===== src/rtl/usb_tx_pkg.sv =====
// Shared types and constants for the USB transmit-path sequencer.
// Holds the FSM state and owner encodings, the EOP bit counts and the output bundle.
package usb_tx_pkg;

  localparam int unsigned CNT_W        = 8;
  localparam int unsigned EOP_SE0_BITS = 2;
  localparam int unsigned EOP_J_BITS   = 1;

  typedef enum logic [2:0] {
    ST_IDLE    = 3'd0,
    ST_ARMED   = 3'd1,
    ST_SENDING = 3'd2,
    ST_EOP_SE0 = 3'd3,
    ST_EOP_J   = 3'd4,
    ST_GAP     = 3'd5
  } txseq_state_t;

  typedef enum logic {
    OWN_TOKEN = 1'b0,
    OWN_DATA  = 1'b1
  } owner_t;

  // Registered output bundle driven by the sequencer.
  typedef struct packed {
    logic tok_gnt;
    logic data_gnt;
    logic eop_se0;
    logic eop_j;
    logic tx_busy;
    logic tx_done;
    logic start_err;
  } txseq_out_t;

  function automatic owner_t other_owner(input owner_t o);
    return (o == OWN_TOKEN) ? OWN_DATA : OWN_TOKEN;
  endfunction

endpackage


===== src/rtl/tx_rr_pick.sv =====
// Round-robin pick between the token and data encoder requests.
// On a tie the path that did not win last time is chosen.
module tx_rr_pick
  import usb_tx_pkg::*;
(
  input  logic   tok_req,
  input  logic   data_req,
  input  owner_t last_owner,
  output logic   pick_valid,
  output owner_t pick_owner
);

  always_comb begin
    pick_valid = tok_req | data_req;
    pick_owner = OWN_TOKEN;
    if (tok_req && data_req) begin
      pick_owner = other_owner(last_owner);
    end else if (data_req) begin
      pick_owner = OWN_DATA;
    end
  end

endmodule


===== src/rtl/tx_path_sequencer.sv =====
// Transmit-path sequencer: grants the bit stuffer to one encoder, then drives
// the EOP (SE0, SE0, J) and an idle gap before the next grant.
module tx_path_sequencer
  import usb_tx_pkg::*;
#(
  parameter int unsigned GAP_CYCLES    = 2,
  parameter int unsigned START_TIMEOUT = 16
) (
  input  logic clock,
  input  logic reset_n,
  input  logic tok_req,
  input  logic data_req,
  input  logic bs_sending,
  output logic tok_gnt,
  output logic data_gnt,
  output logic eop_se0,
  output logic eop_j,
  output logic tx_busy,
  output logic tx_done,
  output logic start_err
);

  localparam logic [CNT_W-1:0] TO_LAST  = CNT_W'(START_TIMEOUT - 1);
  localparam logic [CNT_W-1:0] GAP_LAST = CNT_W'(GAP_CYCLES - 1);
  localparam logic [CNT_W-1:0] SE0_LAST = CNT_W'(EOP_SE0_BITS - 1);
  localparam logic [CNT_W-1:0] J_LAST   = CNT_W'(EOP_J_BITS - 1);

  txseq_state_t     state,      state_nxt;
  owner_t           owner,      owner_nxt;
  owner_t           last_owner, last_owner_nxt;
  logic [CNT_W-1:0] to_cnt,     to_cnt_nxt;
  logic [CNT_W-1:0] gap_cnt,    gap_cnt_nxt;
  logic [CNT_W-1:0] eop_cnt,    eop_cnt_nxt;
  txseq_out_t       out_q,      out_nxt;
  logic             timeout_hit;
  logic             entering;
  logic             pick_valid;
  owner_t           pick_owner;

  tx_rr_pick u_rr_pick (
    .tok_req    (tok_req),
    .data_req   (data_req),
    .last_owner (last_owner),
    .pick_valid (pick_valid),
    .pick_owner (pick_owner)
  );

  // Next-state logic; requests are only looked at in IDLE.
  always_comb begin
    state_nxt      = state;
    owner_nxt      = owner;
    last_owner_nxt = last_owner;
    timeout_hit    = 1'b0;
    case (state)
      ST_IDLE: begin
        if (pick_valid) begin
          state_nxt      = ST_ARMED;
          owner_nxt      = pick_owner;
          last_owner_nxt = pick_owner;
        end
      end
      ST_ARMED: begin
        if (bs_sending) begin
          state_nxt = ST_SENDING;
        end else if (to_cnt == TO_LAST) begin
          state_nxt   = ST_IDLE;
          timeout_hit = 1'b1;
        end
      end
      ST_SENDING: begin
        if (!bs_sending) begin
          state_nxt = ST_EOP_SE0;
        end
      end
      ST_EOP_SE0: begin
        if (eop_cnt == SE0_LAST) begin
          state_nxt = ST_EOP_J;
        end
      end
      ST_EOP_J: begin
        if (eop_cnt == J_LAST) begin
          state_nxt = (GAP_CYCLES == 0) ? ST_IDLE : ST_GAP;
        end
      end
      ST_GAP: begin
        if (gap_cnt == GAP_LAST) begin
          state_nxt = ST_IDLE;
        end
      end
      default: begin
        state_nxt = ST_IDLE;
      end
    endcase
  end

  // Counters clear on every state change and only advance in their own state.
  always_comb begin
    entering    = (state_nxt != state);
    to_cnt_nxt  = to_cnt;
    gap_cnt_nxt = gap_cnt;
    eop_cnt_nxt = eop_cnt;
    if (entering) begin
      to_cnt_nxt  = '0;
      gap_cnt_nxt = '0;
      eop_cnt_nxt = '0;
    end else begin
      if (state == ST_ARMED) begin
        to_cnt_nxt = to_cnt + CNT_W'(1);
      end
      if (state == ST_GAP) begin
        gap_cnt_nxt = gap_cnt + CNT_W'(1);
      end
      if ((state == ST_EOP_SE0) || (state == ST_EOP_J)) begin
        eop_cnt_nxt = eop_cnt + CNT_W'(1);
      end
    end
  end

  // Outputs are computed from the upcoming state so they register alongside it.
  always_comb begin
    out_nxt           = '0;
    out_nxt.tok_gnt   = ((state_nxt == ST_ARMED) || (state_nxt == ST_SENDING)) &&
                        (owner_nxt == OWN_TOKEN);
    out_nxt.data_gnt  = ((state_nxt == ST_ARMED) || (state_nxt == ST_SENDING)) &&
                        (owner_nxt == OWN_DATA);
    out_nxt.eop_se0   = (state_nxt == ST_EOP_SE0);
    out_nxt.eop_j     = (state_nxt == ST_EOP_J);
    out_nxt.tx_busy   = (state_nxt != ST_IDLE);
    out_nxt.tx_done   = ((state_nxt == ST_EOP_J) && (GAP_CYCLES == 0)) ||
                        ((state_nxt == ST_GAP) && (gap_cnt_nxt == GAP_LAST));
    out_nxt.start_err = timeout_hit;
  end

  always_ff @(posedge clock or negedge reset_n) begin
    if (!reset_n) begin
      state      <= ST_IDLE;
      owner      <= OWN_TOKEN;
      last_owner <= OWN_DATA;
      to_cnt     <= '0;
      gap_cnt    <= '0;
      eop_cnt    <= '0;
      out_q      <= '0;
    end else begin
      state      <= state_nxt;
      owner      <= owner_nxt;
      last_owner <= last_owner_nxt;
      to_cnt     <= to_cnt_nxt;
      gap_cnt    <= gap_cnt_nxt;
      eop_cnt    <= eop_cnt_nxt;
      out_q      <= out_nxt;
    end
  end

  assign tok_gnt   = out_q.tok_gnt;
  assign data_gnt  = out_q.data_gnt;
  assign eop_se0   = out_q.eop_se0;
  assign eop_j     = out_q.eop_j;
  assign tx_busy   = out_q.tx_busy;
  assign tx_done   = out_q.tx_done;
  assign start_err = out_q.start_err;

  grant_exclusive : assert property (@(posedge clock) disable iff (!reset_n)
                                     !(tok_gnt && data_gnt));

endmodule


===== config.mk =====
export PLATFORM = sky130hd
export DESIGN_NAME = tx_path_sequencer
export DESIGN_NICKNAME = d
export VERILOG_FILES = /design/src/rtl/usb_tx_pkg.sv /design/src/rtl/tx_rr_pick.sv /design/src/rtl/tx_path_sequencer.sv
export SDC_FILE = /design/constraint.sdc
export NUM_CORES = 1
export LEC_CHECK = 0
export ABC_AREA = 0
export ABC_CLOCK_PERIOD_IN_PS = 4800
export BUFFER_PORTS_ARGS = -buffer_cell sky130_fd_sc_hd__buf_2
export CAP_MARGIN = 10
export CORE_MARGIN = 4
export CORE_UTILIZATION = 35
export CTS_CLUSTER_DIAMETER = 40
export DETAILED_ROUTE_END_ITERATION = 6
export PLACE_DENSITY_LB_ADDON = 0.08
export SLEW_MARGIN = 20
export SYNTH_ARGS = -nofsm -noshare
export SYNTH_HDL_FRONTEND = slang
export SYNTH_SLANG_ARGS = --single-unit

===== constraint.sdc =====
create_clock -name clock -period 4.8 [get_ports clock]
set_input_delay 0.24 -clock clock [delete_from_list [all_inputs] [get_ports clock]]
set_output_delay 0.24 -clock clock [all_outputs]
set_load 0.02 [all_outputs]

==> results.cfg <==
[run_status]
status = finished, final reports clean

[route]
vias = 1309
firstDrtPassIters = 4
avgRoutedWirePerCell_um = 12.9
drc = 0
drt.antenna.violating_nets = 0
drt_iter0_drc = 51
wirelength_mm = 3.50
vias_per_cell = 4.83

[synth]
synthFlopType = dfrtp_1
synthAdderAreaFrac_pct = 3.89
synth_top_area_share_pct = 45.4
synth_compound_area_share_pct = 7.06
synth-simple-area-share_pct = 24.1
synth_top_family_by_area = simple AND/OR/NAND/NOR gates
synth_mux_area_share_pct = 2.14
postSynthAreaPerCell_sq_um = 10.2
synth_seq_cells = 36
yosysUniqueCellTypes = 42
synthXorXnorAreaFrac_pct = 9.53
netlist.top_cell.by_area = dfrtp_1
ys.warnings.count = 0
yosysSeqAreaShare_pct = 46.7
syn-num-nets = 200
syn_area_sq_mm = 0.00193
synthCells = 189
async_reset_ff_share_pct = 100
synth_edf_count = 0
synth_area_leaders = dfrtp_1, nor2_2, xor2_1

[place]
io_buffer_count = 11
finalWeightedCongestion = 0.768
place_area_sq_mm = 0.00199
dp_hpwl_mm = 2.56

[timing]
slew_viol_final = 0
hold_viol = 0
slew_headroom_pct = 46.6
fin_skew_ps = 9.61
setup_viol = 0
clock.fmax_mhz = 372
fin_crit_ps = 2690
worstMarginPinSlew_ps = 801
finalCritPeriodShare_pct = 56.0
rsz0062_at_grt = no
fin_setup_tns_ps = 0
hold_ws_ps = 32.7

[global_route]
antenna_found_initial = 0
grt_usage_pct = 11.7
grt_pass1_vias = 1257
grt_overflow_total = 0
grt_first_pass_wirelength_mm = 5.92
grt_max_degree = 37

[floorplan]
initial_core_util_pct = 36.9
core-area_sq_mm = 0.00524
rows = 26
dieArea_sq_mm = 0.00677
die_h_um = 82.3
io_pins = 12
die_w_um = 82.3

[final_layout]
drive_above_1_share_pct = 22.9
multi_input_area_sq_um = 902
final_common_cell = dfrtp_1
antenna_cells = 0
seqCellArea_sq_um = 902
fin_area_sq_mm = 0.00208
nets = 211
area_growth_pct = 7.71
final_cell_mix = dfrtp_1, nor2_2, nand2_1, nor2_1
fillers = 526

[worst_setup_path]
worstReg2RegEnd = to_cnt[3]
reg2reg_setup_slack_ps = 2110
cp-start-kind = flop
crit_family = compound AO/OA/AOI/OAI gates
end_kind = flop
path_max_fanout = 16
critPathBufInv = 1
cp-startpoint = to_cnt[4]
critical_path.max_stage_delay_ps = 570
crit_slowest_cell = or4_1
ff2ff_path_depth = 7
crit_chain = or4_1 > o211ai_1 > o311a_2 > a21o_1 > a311o_1 > buf_4 > nor2_1
r2r-start = to_cnt[4]
critPathKind = reg -> reg
cp.arrival_ps = 2860
cp.required_ps = 4970

[min_path]
hold_class = in -> async

[power_and_ir_drop]
leakage_nw = 0.942
switchingPower_uw = 450
seqPwrFrac_pct = 38.4
switching_share_pct = 42.8
internal-power_uw = 601
combinationalPowerShare_pct = 41.2
clkPwrFrac_pct = 20.4
powerDensity_mw_per_mm2 = 506
ir_worst_vdd_v = 0.000213

[cts]
h-tree-depth = 2
clockBufferDepth = 2
worst_skew_pair.late_latency_ps = 290
cts_num_sinks = 36
cts_made_buffers = 5
cts_root_buf = clkbuf_8
cts_hold_buffers = 0
cts_resized = 0
cts_tree = done
postCtsSetupRepairBufs = 0
clk_pin_slew_ps = 80

[flow_run]
maxCapViolations = 0
-- cells by family (layout without fill, tap and decap cells) --
logic type	Yosys count	in the layout
AOI/OAI and AO/OA	19	19
xor gates and xnor gates	21	21
adders and majority gates	6	6
buffers and inverters	18	30
DFF	36	36
muxes	4	4
and+or+nand+nor	85	85
-- sequential cells by signal (all words and copies together), names as in the netlist, 3 cells and up --
register and flops:
to_cnt 8, gap_cnt 8, state 3, eop_cnt 8
-- Yosys cell counts, types with 4 or more instances --
master / number
xor2_1: 11
nor2_1: 13
ha_1: 6
and3_1: 4
xnor2_1: 10
nand2_1: 19
nand3_1: 4
nand4_1: 7
dfrtp_1: 35
nor2_2: 20
inv_1: 10
-- worst max path at each step --
stage | end | slack [ps] | depth (start not counted)
after detailed placement | to_cnt[3] | 2100 | 7
final | to_cnt[3] | 2110 | 7
after CTS | to_cnt[3] | 2080 | 7
after floorplan | eop_cnt[1] | 2690 | 8
after global placement | to_cnt[3] | 2180 | 7
after global routing | to_cnt[2] | 1930 | 7
-- final cells by class --
class                   count  area share (%)
clock inverters             3           0.903
multi-input cells         135            43.4
clock buffers               5            3.31
well taps                  70            4.21
repair buffers             12            3.01
flip-flops and latches     36            43.4
inverters                  10            1.81
-- stage by stage --
| step | setup slack (ps) | instances | total power [mW] | utilization, % |
|---|---|---|---|---|
| floorplan | 2690 | 189 | 0.867 | - |
| global placement | 2180 | 263 | 0.841 | 38.0 |
| detailed placement | 2100 | 263 | 0.850 | 38.0 |
| CTS | 2080 | 271 | 1.07 | 39.7 |
| global route | 1930 | 271 | 1.13 | 39.7 |
| finish | 2110 | 271 | 1.05 | 39.7 |
-- power by group through the flow --
stage | Clock [mW] | Sequential, mW | Combinational [mW]
after floorplan | 0 | 0.402 | 0.466
after global placement | 0 | 0.409 | 0.432
after detailed placement | 0 | 0.410 | 0.440
after CTS | 0.224 | 0.404 | 0.441
after global routing | 0.236 | 0.413 | 0.481
final | 0.214 | 0.404 | 0.433
-- metal layers --
metal / vias to the layer above / track usage, % / part of all wire, %
met5: - / 0 / 0
met4: 0 / 4.49 / 1.6
met3: 6 / 3.25 / 3.2
met2: 18 / 18.3 / 48
met1: 628 / 15.3 / 47
li1: 657 / - / -
Power figures use the tool's default switching activity.
